==> src/rtl/entrada_teclado.sv <==
// Keypad front-end for the ATM controller: forwards PIN digits as strobes and
// accumulates decimal amount keys into a confirmed 32-bit binary amount.
module entrada_teclado #(
    parameter int unsigned PIN_DIGITS     = 4,
    parameter int unsigned MAX_DIGITS     = 9,
    parameter int unsigned TIMEOUT_CYCLES = 1000000
) (
    input  logic        clk,
    input  logic        reset,
    input  logic [3:0]  tecla,
    input  logic        tecla_valida,
    input  logic        pedir_pin,
    input  logic        pedir_monto,
    output logic [4:0]  digito,
    output logic        digito_stb,
    output logic [31:0] monto,
    output logic        monto_stb,
    output logic        cancelar,
    output logic        tiempo_agotado,
    output logic        error_monto,
    output logic        ocupado
);

    localparam int unsigned CW = $clog2(PIN_DIGITS + MAX_DIGITS + 1);
    localparam int unsigned TW = $clog2(TIMEOUT_CYCLES + 1);

    typedef enum logic [1:0] {
        REPOSO = 2'd0,
        PIN    = 2'd1,
        MONTO  = 2'd2
    } state_t;

    state_t        state, state_next;
    logic [31:0]   acc, acc_d;
    logic [CW-1:0] cnt, cnt_d;
    logic [TW-1:0] tmo, tmo_d;

    logic [4:0]    digito_d;
    logic [31:0]   monto_d;
    logic          digito_stb_d, monto_stb_d, cancelar_d, tiempo_agotado_d;
    logic          error_monto_d, ocupado_d;

    logic          en_entrada, tecla_ok, es_digito, fin_tiempo, desborde;
    logic [35:0]   nuevo;

    // Codes 13-15 are invisible to the block, including the idle counter.
    assign en_entrada = (state == PIN) || (state == MONTO);
    assign tecla_ok   = tecla_valida && (tecla <= 4'd12);
    assign es_digito  = tecla <= 4'd9;
    assign fin_tiempo = tmo == TW'(TIMEOUT_CYCLES - 1);
    assign nuevo      = 36'(acc) * 36'd10 + 36'(tecla);
    assign desborde   = nuevo[35:32] != 4'd0;

    // State register
    always_ff @(posedge clk or negedge reset) begin
        if (!reset) state <= REPOSO;
        else        state <= state_next;
    end

    // Next state: requests first, then a valid key, then the idle timeout
    always_comb begin
        state_next = state;
        if (pedir_pin) begin
            state_next = PIN;
        end else if (pedir_monto) begin
            state_next = MONTO;
        end else if (en_entrada && tecla_ok) begin
            if (tecla == 4'd12) begin
                state_next = REPOSO;
            end else if (state == PIN) begin
                if (es_digito && cnt == CW'(PIN_DIGITS - 1)) state_next = REPOSO;
            end else if (tecla == 4'd11 && cnt != '0) begin
                state_next = REPOSO;
            end
        end else if (en_entrada && fin_tiempo) begin
            state_next = REPOSO;
        end else if (!en_entrada) begin
            state_next = REPOSO;
        end
    end

    // Datapath and next output values
    always_comb begin
        acc_d            = acc;
        cnt_d            = cnt;
        tmo_d            = en_entrada ? tmo + TW'(1) : '0;
        digito_d         = digito;
        monto_d          = monto;
        digito_stb_d     = 1'b0;
        monto_stb_d      = 1'b0;
        cancelar_d       = 1'b0;
        tiempo_agotado_d = 1'b0;
        error_monto_d    = error_monto;
        ocupado_d        = state_next != REPOSO;

        if (pedir_pin) begin
            cnt_d = '0;
            tmo_d = '0;
        end else if (pedir_monto) begin
            acc_d         = '0;
            cnt_d         = '0;
            tmo_d         = '0;
            error_monto_d = 1'b0;
        end else if (en_entrada && tecla_ok) begin
            tmo_d = '0;
            if (tecla == 4'd12) begin
                cancelar_d = 1'b1;
            end else if (state == PIN) begin
                if (es_digito) begin
                    digito_d     = {1'b0, tecla};
                    digito_stb_d = 1'b1;
                    cnt_d        = cnt + CW'(1);
                end
            end else if (es_digito) begin
                // Overflow flags an error; a full digit count silently drops the key.
                if (desborde) begin
                    error_monto_d = 1'b1;
                end else if (cnt != CW'(MAX_DIGITS)) begin
                    acc_d = nuevo[31:0];
                    cnt_d = cnt + CW'(1);
                end
            end else if (tecla == 4'd10) begin
                acc_d = '0;
                cnt_d = '0;
            end else if (cnt != '0) begin
                monto_d     = acc;
                monto_stb_d = 1'b1;
            end
        end else if (en_entrada && fin_tiempo) begin
            tiempo_agotado_d = 1'b1;
            tmo_d            = '0;
        end
    end

    // Registered datapath and outputs
    always_ff @(posedge clk or negedge reset) begin
        if (!reset) begin
            acc            <= '0;
            cnt            <= '0;
            tmo            <= '0;
            digito         <= '0;
            monto          <= '0;
            digito_stb     <= 1'b0;
            monto_stb      <= 1'b0;
            cancelar       <= 1'b0;
            tiempo_agotado <= 1'b0;
            error_monto    <= 1'b0;
            ocupado        <= 1'b0;
        end else begin
            acc            <= acc_d;
            cnt            <= cnt_d;
            tmo            <= tmo_d;
            digito         <= digito_d;
            monto          <= monto_d;
            digito_stb     <= digito_stb_d;
            monto_stb      <= monto_stb_d;
            cancelar       <= cancelar_d;
            tiempo_agotado <= tiempo_agotado_d;
            error_monto    <= error_monto_d;
            ocupado        <= ocupado_d;
        end
    end

endmodule

==> config.mk <==
export PLATFORM = sky130hd
export DESIGN_NAME = entrada_teclado
export DESIGN_NICKNAME = d
export VERILOG_FILES = /design/src/rtl/entrada_teclado.sv
export SDC_FILE = /design/constraint.sdc
export NUM_CORES = 1
export LEC_CHECK = 0
export ABC_CLOCK_PERIOD_IN_PS = 13900
export BUFFER_PORTS_ARGS = -buffer_cell sky130_fd_sc_hd__buf_2
export CORE_ASPECT_RATIO = 0.7
export CORE_UTILIZATION = 40
export DETAILED_ROUTE_END_ITERATION = 16
export PLACE_DENSITY_LB_ADDON = 0.2
export SKIP_CTS_REPAIR_TIMING = 1
export SKIP_LAST_GASP = 1
export SYNTH_ARGS = -nofsm -noshare
export SYNTH_HDL_FRONTEND = slang
export SYNTH_SLANG_ARGS = --single-unit
==> constraint.sdc <==
create_clock -name clk -period 13.9 [get_ports clk]
set_clock_uncertainty 0.1 [all_clocks]
set_input_delay 1.39 -clock clk [delete_from_list [all_inputs] [get_ports clk]]
set_output_delay 1.39 -clock clk [all_outputs]
set_load 0.01 [all_outputs]
==> reports/metrics.yaml <==
worst_r2r_path_depth: 14
crit_buf_inv: 0
vias_per_cell: 5.69
cts_root_buf: "clkbuf_16"
synth-seq-cells: 100
worstSetupPathType: "reg2reg"
cp_slowest_cell: "and2_1"
syn_area_per_cell_sq_um: 10.0
grt_usage: 0.193
peakVddDrop_uv: 58.0
path_max_fanout: 30
drc: 0
synthTopCellsByArea: "dfrtp_1 36%, ha_1 12%, mux2_2 5.9%"
period_share: 0.401
synth-async-reset-ratio: 1.00
min_path_type: "reg2reg"
slew_headroom: 0.151
cp_common_cell: "ha_1"
status: "finished clean"
setup_viol: 0
fp-row-count: 40
area_delta_synth_final_pct: 10.2
synthesis.nets: 782
p_leak_uw: 0.00380
synth_top_area_frac: 0.356
ant_nets: 0
synth.cell_area_sq_um: 7020
synth-seq-area-share: 0.356
grt_pass1_vias: 5304
dieArea_sq_um: 18100
cts_tree: "built"
min-delay-start: "monto[18]"
required_ps: 14090
synth_mux_area_frac: 0.0622
cts_buffers: 9
synth.distinct_cells: 71
fmax_mhz: 180
r2r_end: "acc[31]"
synthAdderAreaFrac: 0.130
hold_viol: 0
drt_iter0_markers: 356
synth.top_cells.by_count: "100 x dfrtp_1, 70 x ha_1, 53 x nor2_1"
synth-simple-area-share: 0.163
crit_path_end_kind: "flop"
cts.sinks: 100
grt-ovfl-total: 0
clk_path_buf_depth: 2
drtPass1Iterations: 5
hold_end: "monto[18]"
synth_edf_count: 0
io_buffers: 50
dp_hpwl_microns: 12500
synth-compound-area-share: 0.170
max_slew.worst_pin.slew_ps: 1270
path_clk_slew_ps: 70
r2r_start: "acc[1]"
h-tree-depth: 3
power.density_nw_per_um2: 109
diodes: 0
ys_warn_count: 0
fin_crit_ps: 5570
gp_congestion: 0.935
synth_top_family_by_area: "compound AO/OA/AOI/OAI gates"
coreArea_sq_um: 17200
yosysTopAreaCell: "dfrtp_1"
crit_path_start_kind: "flop"
fin_area_sq_um: 7740
r2r_slack_ps: 8330
ios: 52
hold_depth: 1
die_x_microns: 160
crit_family: "simple AND/OR/NAND/NOR gates"
rsz0062_at_grt: "false"
antenna_found_initial: 0
syn_inst: 701
p_total_uw: 842
synth_most_common_cell: "dfrtp_1"
yosys.area_share.xor_xnor: 0.0885
layout_setup_ws_ps: 8330
slew_violations: 0
cp.arrival_ps: 5760
fp.dieH_microns: 113
grt_max_degree: 52
initial_core_util: 0.409
synth_ff_type: "dfrtp_1"
wl_per_cell_microns: 17.0
maxCapViolCount: 0
path_cells: "ha_1 > ha_1 > fa_1 > a211oi_2 > o21ai_1 > a221oi_1 > xnor2_1 > nand4_1 > nand4bb_4 > nor4b_4 > nand2_2 > o31ai_4 > and2_1 > a22o_1"
tns_ps: 0
post_dp_cell_area_sq_um: 7440
post-route-util: 0.451
grt_pass1_wl_microns: 27700
wl_microns: 16500
final_layout_size_suffix_gt1_frac: 0.175
clk_latency_ps: 360
max_stage_delay_ps: 1040
vias: 5531
finalNetCount: 817
pre_cts_slack_ps: 8360
[layout by cell type (no fill, tap or decap), types with 3 or more instances in the layout]
cell       instances
a211oi_2           4
xnor2_1           42
o211ai_1           8
and4_1            12
or3_1              4
clkbuf_16          9
nor2_1            53
xor2_1            29
o21ai_1            6
ha_1              70
inv_1             12
nand4_1           10
mux2_2            37
a22oi_1            3
o21ai_0           22
nand3b_1           3
nand2_1           48
a21o_1             7
buf_4              5
nand2b_1           6
a21oi_1           39
nand3_1           22
nor4_1             5
a22o_1            36
and3_1            12
and2_1             4
clkinv_2           3
buf_2             49
nor2b_1            5
dfrtp_1          100
o21a_1             6
or2_2              3
nor3_1            11
[per-layer routing]
layer  GRT usage  vias up  wire length (microns)  part of all wire
met2       0.271      135                   6740              0.41
met3      0.0425       11                    790             0.048
met4      0.0502        0                    167             0.010
met5           0        -                      0                 0
li1            -     2659                      -                 -
met1       0.293     2726                   8830              0.53
[state kept, by name, summed over array words and instances, names as in the netlist]
name / cells
digito: 4
cnt: 4
ocupado: 1
monto_stb: 1
monto: 32
state: 2
cancelar: 1
tiempo_agotado: 1
tmo: 20
acc: 32
digito_stb: 1
error_monto: 1
[cell families after synthesis]
logic type / after synthesis
muxes: 39
other: 1
xor gates and xnor gates: 71
adders and majority gates: 72
DFF: 100
buffers and inverters: 42
AOI/OAI and AO/OA: 163
and+or+nand+nor: 213
[metrics by stage]
stage | instances | hold WS (ps)
4_1_cts | 972 | 404
5_1_grt | 972 | 422
3_3_place_gp | 956 | 384
3_5_place_dp | 956 | 385
6_report | 972 | 403
2_1_floorplan | 701 | 368
[report_power, final]
| group | total [uW] | internal (uW) | switching (uW) |
|---|---|---|---|
| Combinational | 249 | 97.6 | 151 |
| Clock | 261 | 141 | 119 |
| Sequential | 332 | 310 | 21.8 |
| Total | 842 | 549 | 293 |
[cell type report]
cell class                      count  area, sq um
Fill cell                        1648         9420
Multi-Input combinational cell    559         4320
Sequential cell                   100         2500
Tap cell                          231          289
Timing Repair Buffer               54          283
Clock buffer                        9          225
Clock inverter                      7         73.8
Inverter                           12         45.0
[worst register-to-register path, delay by kind of cell, from the launching register on]
| kind | cells | cell delay (ps) |
|---|---|---|
| compound gates | 5 | 1620 |
| flops | 1 | 440 |
| fa+ha+maj | 3 | 990 |
| simple gates | 5 | 2110 |
| xor+xnor | 1 | 240 |
[worst max path at each step]
stage	startpoint	end	slack [ps]	cells after the start
detailed placement	acc[1]	acc[31]	8360	14
global placement	acc[1]	acc[31]	8490	14
CTS	acc[1]	acc[31]	8310	14
finish	acc[1]	acc[31]	8330	14
global route	acc[1]	acc[2]	7910	14
floorplan	acc[1]	acc[26]	9550	15
Power figures use the tool's default switching activity.
